### src/rtl/weight_column_encoder_pkg.sv
// Shared constants and FSM encoding for the bit-serial weight column encoder.
package weight_column_encoder_pkg;
  localparam int SEL_WIDTH       = 3;
  localparam int WINDOW_SIZE     = 5;
  localparam int MUX_PER_GROUP   = 4;
  localparam int LANES_PER_GROUP = 8;

  typedef enum logic {
    ST_IDLE = 1'b0,
    ST_RUN  = 1'b1
  } state_t;
endpackage

### src/rtl/weight_column_encoder_group_col_encoder.sv
// Encodes one 8-lane bit column into four windowed mux selects; purely combinational.
module group_col_encoder
  import weight_column_encoder_pkg::*;
(
  input  logic [LANES_PER_GROUP-1:0]                i_col,
  output logic [MUX_PER_GROUP-1:0][SEL_WIDTH-1:0]   o_sel,
  output logic [MUX_PER_GROUP-1:0]                  o_val,
  output logic                                      o_skip_zero
);
  logic [3:0]                 w_ones;
  logic [LANES_PER_GROUP-1:0] w_targets;

  always_comb begin
    w_ones = '0;
    for (int k = 0; k < LANES_PER_GROUP; k++) begin
      w_ones = w_ones + 4'(i_col[k]);
    end
  end

  // Dense columns are cheaper to express as "group sum minus the zero lanes".
  assign o_skip_zero = (w_ones <= 4'd4);
  assign w_targets   = o_skip_zero ? i_col : ~i_col;

  always_comb begin : mux_assign
    logic [2:0] w_tgt_cnt;
    logic [1:0] w_mux;
    o_sel     = '0;
    o_val     = '0;
    w_tgt_cnt = '0;
    w_mux     = '0;
    for (int k = 0; k < LANES_PER_GROUP; k++) begin
      if (w_targets[k]) begin
        // Target t lands on mux max(t, e_t - 4): the earliest mux whose window reaches lane e_t.
        if (k >= WINDOW_SIZE - 1 && (k - (WINDOW_SIZE - 1)) > int'(w_tgt_cnt)) begin
          w_mux = 2'(k - (WINDOW_SIZE - 1));
        end else begin
          w_mux = w_tgt_cnt[1:0];
        end
        o_sel[w_mux] = SEL_WIDTH'(k - int'(w_mux));
        o_val[w_mux] = 1'b1;
        w_tgt_cnt    = w_tgt_cnt + 3'd1;
      end
    end
  end
endmodule

### src/rtl/weight_column_encoder.sv
// Scans a vector of signed weights MSB-first, skipping all-zero bit columns, and
// emits one MAC control word per non-zero column over a valid/ready stream.
module weight_column_encoder
  import weight_column_encoder_pkg::*;
#(
  parameter int DATA_WIDTH = 8,
  parameter int VEC_LENGTH = 16
) (
  input  logic                                        clk,
  input  logic                                        reset_n,
  input  logic                                        w_valid,
  output logic                                        w_ready,
  input  logic [VEC_LENGTH-1:0][DATA_WIDTH-1:0]       weight,
  output logic                                        ctrl_valid,
  input  logic                                        ctrl_ready,
  output logic [VEC_LENGTH/2-1:0][SEL_WIDTH-1:0]      act_sel,
  output logic [VEC_LENGTH/2-1:0]                     act_val,
  output logic [VEC_LENGTH/8-1:0]                     is_skip_zero,
  output logic [2:0]                                  column_idx,
  output logic                                        is_msb,
  output logic                                        load_accum,
  output logic                                        ctrl_last,
  output logic [2:0]                                  mul_const,
  output logic                                        is_shift_mul
);
  localparam int GROUPS = VEC_LENGTH / LANES_PER_GROUP;

  state_t                                  r_state, w_state_next;
  logic [VEC_LENGTH-1:0][DATA_WIDTH-1:0]   r_weight, w_weight_next;
  logic [DATA_WIDTH-1:0]                   r_mask, w_mask_next;
  logic                                    r_first, w_first_next;
  logic [DATA_WIDTH-1:0]                   w_in_mask, w_rest_mask;
  logic [2:0]                              w_col;
  logic                                    w_last, w_hs, w_accept;

  always_comb begin
    w_in_mask = '0;
    for (int k = 0; k < VEC_LENGTH; k++) begin
      w_in_mask = w_in_mask | weight[k];
    end
  end

  // Highest remaining column; an empty mask yields column 0 for the all-zero word.
  always_comb begin
    w_col = '0;
    for (int b = 0; b < DATA_WIDTH; b++) begin
      if (r_mask[b]) w_col = 3'(b);
    end
  end

  assign w_rest_mask = r_mask & ~(DATA_WIDTH'(1) << w_col);
  assign w_last      = (w_rest_mask == '0);
  assign ctrl_valid  = (r_state == ST_RUN);
  assign w_hs        = ctrl_valid && ctrl_ready;
  assign w_ready     = !ctrl_valid || (w_hs && w_last);
  assign w_accept    = w_valid && w_ready;

  always_comb begin
    w_state_next  = r_state;
    w_weight_next = r_weight;
    w_mask_next   = r_mask;
    w_first_next  = r_first;
    case (r_state)
      ST_IDLE: ;
      ST_RUN: begin
        if (w_hs) begin
          w_mask_next  = w_rest_mask;
          w_first_next = 1'b0;
          if (w_last) w_state_next = ST_IDLE;
        end
      end
      default: w_state_next = ST_IDLE;
    endcase
    if (w_accept) begin
      w_state_next  = ST_RUN;
      w_weight_next = weight;
      w_mask_next   = w_in_mask;
      w_first_next  = 1'b1;
    end
  end

  always_ff @(posedge clk) begin
    if (!reset_n) begin
      r_state  <= ST_IDLE;
      r_weight <= '0;
      r_mask   <= '0;
      r_first  <= 1'b0;
    end else begin
      r_state  <= w_state_next;
      r_weight <= w_weight_next;
      r_mask   <= w_mask_next;
      r_first  <= w_first_next;
    end
  end

  generate
    for (genvar gi = 0; gi < GROUPS; gi++) begin : g_group
      logic [LANES_PER_GROUP-1:0] w_slice;
      always_comb begin
        for (int k = 0; k < LANES_PER_GROUP; k++) begin
          w_slice[k] = r_weight[gi*LANES_PER_GROUP + k][w_col];
        end
      end
      group_col_encoder u_enc (
        .i_col       (w_slice),
        .o_sel       (act_sel[gi*MUX_PER_GROUP +: MUX_PER_GROUP]),
        .o_val       (act_val[gi*MUX_PER_GROUP +: MUX_PER_GROUP]),
        .o_skip_zero (is_skip_zero[gi])
      );
    end
  endgenerate

  assign column_idx   = w_col;
  assign is_msb       = (w_col == 3'(DATA_WIDTH - 1));
  assign load_accum   = ctrl_valid && r_first;
  assign ctrl_last    = ctrl_valid && w_last;
  assign mul_const    = '0;
  assign is_shift_mul = 1'b0;
endmodule

### config.mk
export PLATFORM = sky130hd
export DESIGN_NAME = weight_column_encoder
export DESIGN_NICKNAME = d
export VERILOG_FILES = /design/src/rtl/weight_column_encoder_pkg.sv /design/src/rtl/weight_column_encoder_group_col_encoder.sv /design/src/rtl/weight_column_encoder.sv
export SDC_FILE = /design/constraint.sdc
export NUM_CORES = 1
export LEC_CHECK = 0
export CAP_MARGIN = 20
export CORE_ASPECT_RATIO = 1.5
export CORE_MARGIN = 2
export CORE_UTILIZATION = 55
export DETAILED_ROUTE_END_ITERATION = 10
export GPL_TIMING_DRIVEN = 0
export PLACE_DENSITY = 0.78
export SLEW_MARGIN = 40
export SYNTH_ARGS = -nofsm -noshare
export SYNTH_HDL_FRONTEND = slang
export SYNTH_SLANG_ARGS = --single-unit
export TNS_END_PERCENT = 30
### constraint.sdc
create_clock -name clk -period 30.3 [get_ports clk]
set_clock_uncertainty 0.15 [all_clocks]
set_input_delay 3.03 -clock clk [delete_from_list [all_inputs] [get_ports clk]]
set_output_delay 3.03 -clock clk [all_outputs]
set_load 0.01 [all_outputs]
# Word level (Yosys, flattened, before mapping)
# Index checks and enable logic that the tools add are counted.
# classes
n_bitwise	35
order_cmp	41
n_mul	0
shifts	1
n_eq_ne	1
mux	197
addsub	42
div_mod_pow	0
n_reduce_logical	27
# ops
operator	n
$mux 12	16
$bwmux 12	14
$or 8x8->8	15
$mux 3	34
$demux 3 s2	16
$mux 4	16
$or 4x4->4	14
$add 4x1->4	12
$bmux 1 s3	16
$lt 2x3->1 const B	16
$mux 2	22
$mux 1	42
$mux 8	5
$demux 1 s2	16
$ge 2x1->1 const B	16
$add 3x1->3 const B	10
$and 12x12->12	2
$not 8->8	3
$sub 3x2->3 const A	8
$logic_and 1x1->1	21
$gt 2x3->1 const A	4
$sub 1x2->3 const A	4
$sub 2x2->3 const A	4
$and 8x8->8	1
12 further kinds	17
# totals
reg_bits	138
memories	0
ramBits	0
mem_bits_ro	0
latchBits	0
wordCells	363

# Depth between registers and ports, before layout
# logic_depth
ltp_word	40
ltp_mapped	47
depth_no_buf	42

# Modules after synthesis
# A second synthesis with hierarchy kept.
# hier_totals
cells_unflattened	1353
area_unflattened_um2	10408.7
# by_module_without_submodules
mod	seq_area_each_um2	area_each_um2	cells_per_inst	instances
weight_column_encoder	2762.6	6470.0	804	1
group_col_encoder (g_group[1].u_enc)	0.0	2026.9	287	1
group_col_encoder (g_group[0].u_enc)	0.0	1911.8	262	1

# Worst setup path before layout
# No wires, ideal clock.
# synth_timing
kind	reg-to-output
from	register r_mask[2]
to	output port act_val[3]
setup_slack_ns	17.562
path_stages_with_launch	43
required_ns	27.120
path_buffers	4
arrival_ns	9.558
path_cell_list	dfxtp_1 -> nor3b_1 -> or3_1 -> buf_4 -> mux4_2 -> a21oi_4 -> inv_2 -> ha_1 -> clkbuf_1 -> inv_1 -> fa_1 -> fa_1 -> inv_1 -> fa_1 -> inv_1 -> fa_1 -> a21oi_1 -> a21oi_1 -> (+7 left out) -> nand2_1 -> ha_1 -> nand2_1 -> o31ai_4 -> ha_1 -> a21boi_0 -> a31o_2 -> a21o_1 -> inv_2 -> buf_2 -> ha_1 -> a211oi_1 -> or2_2 -> inv_1 -> ha_1 -> nand2_1 -> o31ai_1 -> or4_1
# synth_via
elab_chain_len	39
word_cells_on_any_way	108
# synth_lines
item	line_no	text
start, declared	weight_column_encoder.sv:30	logic [DATA_WIDTH-1:0] r_mask, w_mask_next;
start signal, assigned	weight_column_encoder.sv:91	r_mask <= w_mask_next;
$mux 3 * (6 in a row)	weight_column_encoder.sv:47	if (r_mask[b]) w_col = 3'(b);
$bmux 1 s3	weight_column_encoder.sv:101	w_slice[k] = r_weight[gi*LANES_PER_GROUP + k][w_col];
$mux 1 (not written as such)	weight_column_encoder.sv:101	
$add 1x1->2	weight_column_encoder_group_col_encoder.sv:16	w_ones = w_ones + 4'(i_col[k]);
$add 4x1->4 (6 in a row)	weight_column_encoder_group_col_encoder.sv:16	
$le 4x3->1	weight_column_encoder_group_col_encoder.sv:21	assign o_skip_zero = (w_ones <= 4'd4);
$mux 8 *	weight_column_encoder_group_col_encoder.sv:22	assign w_targets = o_skip_zero ? i_col : ~i_col;
$mux 1	weight_column_encoder_group_col_encoder.sv:32	if (w_targets[k]) begin
(+13 left out)	-	
$mux 2 (tied with other cells)	weight_column_encoder_group_col_encoder.sv:34	if (k >= WINDOW_SIZE - 1 && (k - (WINDOW_SIZE - 1)) > int'(w_tgt_cnt)) begin
$mux 2 (tied with other cells)	weight_column_encoder_group_col_encoder.sv:32	
$lt 2x3->1 (not written as such) (tied with other cells)	weight_column_encoder_group_col_encoder.sv:40	o_val[w_mux] = 1'b1;
$logic_and 1x1->1 (not written as such) (tied with other cells)	weight_column_encoder_group_col_encoder.sv:40	
$mux 1 (not written as such) or $or 4x4->4 (tied branches)	-	
$demux 1 s2 or $mux 4 (tied branches)	-	
$or 4x4->4 (no source line)	-	
$mux 4 *	weight_column_encoder_group_col_encoder.sv:32	
end, declared	weight_column_encoder.sv:17	output logic [VEC_LENGTH/2-1:0] act_val,
# Mark *: on every way between the ends. The rest lies on a longest branch, timed or not. The select of a mux whose other input is x is not followed.

# Worst setup path in the final report
# Ends and elaborated chain as after synthesis.

==> results.md <==
* Slowest-stage cell, CP: fa_1
* Yosys cell types at 101
* Initial Util at between 50 and 60%
* Grt ovf at 0
* Largest area contributor in the netlist: dfxtp_1
* Xor and xnor fraction of the mapped netlist area at ~3.3%
* RR Startpoint: r_mask[4]
* H-tree levels at 4
* Avg WL per Cell at about 20 µm
* Setup CP Type: register to output port
* Total Routing Usage GR at 36.4%
* Worst-margin pin slew at 900 ps
* DR iter-0 viols at 1,051
* Gr busiest metal: met2
* EDFF count, synth at 0
* Reg2reg setup slack at 25,190 ps
* First-pass GRT wire length at 55,800 µm
* Worst hold stages at 2
* Synth Area in Adders at 6.59%
* Die W at 116 µm
* Cell Pwr Density at 102 nW/µm²
* Crit. End Element: output port
* Clk_lat worst skew at 430 ps
* Number of global-route vias before repair at roughly 11,000
* Final Cycle Share at 52.6%
* HPWL Detailed at 29,000 µm
* CTS tree: yes
* Final worst path period need at between 15,000 and 20,000 ps
* Met1 GRT Util at between 40 and 50%
* Post-synthesis mux area share at 2.20%
* Most frequent cells in the layout: nand2_1 (356), clkdlybuf4s50_1 (172), a21boi_0 (142), dfxtp_1 (138), clkbuf_1 (67)
* WL final at 36,600 µm
* Clock slew seen by the registers of the worst setup and hold paths at 60 ps
* TritonCTS buffer count at 17
* Final Hold Fails at 0
* Yosys reg bits at 138
* Register-to-Register Path Depth at 16
* Drt first pass iters at 6
* Synth Flop Type: dfxtp_1
* Synth Area in Simple Gates at 26.1%
* Maximum Capacitance Violations at 0
* Post-CTS setup buffer count at 0
* Post-CTS Resized at 0
* Core box area at around 19,000 µm²
* IO Count at between 150 and 200
* Die Ht at 172 µm
* CTS max path bufs at 2
* Post-Syn Area per Cell at 7.49 µm²
* Hold Slack at 308 ps
* Die ar. at 20,000 µm²
* Cells after Synth at about 1,400
* Async set or reset register ratio after synthesis at 0%
* VDD IR max at 0.0485 mV
* Crit start category: register
* CP required at 27,120 ps
* Status: finished clean
* Power, Total at roughly 1.3 mW
* Syn-to-layout area delta at 25.8%
* Pre-CTS setup slack at 15,140 ps
* PnR worst setup slack at between 10,000 and 15,000 ps
* Met3 Resource Use GR at ~4.6%
* TritonCTS Sinks at 138
* Cell Rows at 61
* Leakage power at 5.04 nW
* Via count at 11,400
* Nets@finish at 1,759
* Largest family of logic cells by synthesized area: compound AO/OA/AOI/OAI gates
* Top cell type's share of synthesized area at 26.6%
* Syn Std Cell Area at 10,400 µm²
* RePlAce Congestion at 0.959
* Post-CTS Hold Buffers at 0
* Clock root cell: clkbuf_16
* Ant. Diodes at 0
* Initial antenna violation count at 0
* Buffers on Ports at 172
* Hold Path Sink: r_weight[98]
* Max stage delay on crit path at 560 ps
* Max-slew headroom at 39.5%
* WP data arrival at 12,770 ps
* Setup TNS at 0 ps
* Drt via density at 6.17
* Share of cells above drive strength 1 at 6.41%
* F_max at approximately 63 MHz
* HP Class: register to register
* Antenna-violating nets left at 0
* Yosys warnings at 0
* Hold wc startpoint: r_weight[98]
* Final Util at 70.3%
* Largest net degree at the start of global routing at 17
* RSZ-0062 raised after global routing: no
* Worst R2R End: r_weight[86]
* Critical path peak fanout at 11
* Sequential fraction of the synthesis area at a little over a quarter
* Setup violations, final at 0
* Commonest non-fill, non-tap cell in the layout: nand2_1
* Area contributors post-synth: dfxtp_1 (27%), nand2_1 (13%), a21boi_0 (10%)
* Post-route DRC at 0
* Met2 Track Usage GR at 65.8%
* Pins Over Slew Limit at 0
* Complex-gate fraction of the synthesized area at 29.1%
-- cells by family after synthesis --
group,count (synthesis)
DFF,138
buffers and inverters,148
adders and majority gates,50
AOI/OAI and AO/OA,412
and+or+nand+nor,587
muxes,19
other,1
xor gates and xnor gates,29
-- metrics by stage --
step | instances | cell area (µm²)
3_5_place_dp | 1811 | 12400
5_1_grt | 1843 | 13000
3_3_place_gp | 1811 | 12400
2_1_floorplan | 1387 | 10400
4_1_cts | 1843 | 13000
6_report | 1843 | 13000
-- flip-flops by register name, summed over array words and instances (netlist names) --
| signal | cells |
|---|---|
| r_weight | 128 |
| r_mask | 8 |
| ctrl_valid | 1 |
| r_first | 1 |
-- synthesized netlist by cell type, types with 22 or more instances --
library cell and instances:
clkbuf_1 66, nand2_1 356, nand3_1 31, a21oi_1 47, nor3_1 22, inv_1 52
a21boi_0 142, ha_1 41, o21ai_0 43, dfxtp_1 138, nor4_1 38, nor2_1 44
-- critical path, delay by kind of cell, from the launching register on --
family	cells	cell delay (ps)
compound gates	10	2370
xor+xnor	1	490
buf+inv	12	2830
fa+ha+maj	10	3580
flops	1	480
simple gates	11	2570
-- power by group --
part | switching, mW | internal, mW | total, mW
logic | 0.537 | 0.373 | 0.910
clock network | 0.0900 | 0.132 | 0.222
registers | 0.00771 | 0.194 | 0.202
total | 0.634 | 0.699 | 1.33
-- routing by layer --
metal  share of wire (%)  up-vias
met1                  37     5305
met5                   0        -
met3                 6.6      143
li1                    -     5329
met2                  49      595
met4                 6.5        0
-- final cells by class --
cell class / count / area [µm²]
Timing Repair Buffer: 172 / 1720
Fill cell: 1571 / 5510
Inverter: 64 / 240
Tap cell: 252 / 315
Clock inverter: 14 / 185
Buffer: 84 / 383
Multi-Input combinational cell: 1101 / 7000
Sequential cell: 138 / 2760
Clock buffer: 18 / 429
-- how the worst max path moves through the flow --
stage               from         end  slack (ps)  cells past startpoint
4_1_cts        r_mask[2]  act_val[3]       14650                     44
6_report       r_mask[2]  act_val[3]       14350                     44
3_3_place_gp   r_mask[2]  act_val[3]       15230                     44
2_1_floorplan  r_mask[2]  act_val[3]       17560                     42
5_1_grt        r_mask[2]  act_val[3]       13760                     44
3_5_place_dp   r_mask[2]  act_val[3]       15140                     44
(Power assumes the default switching activity.)
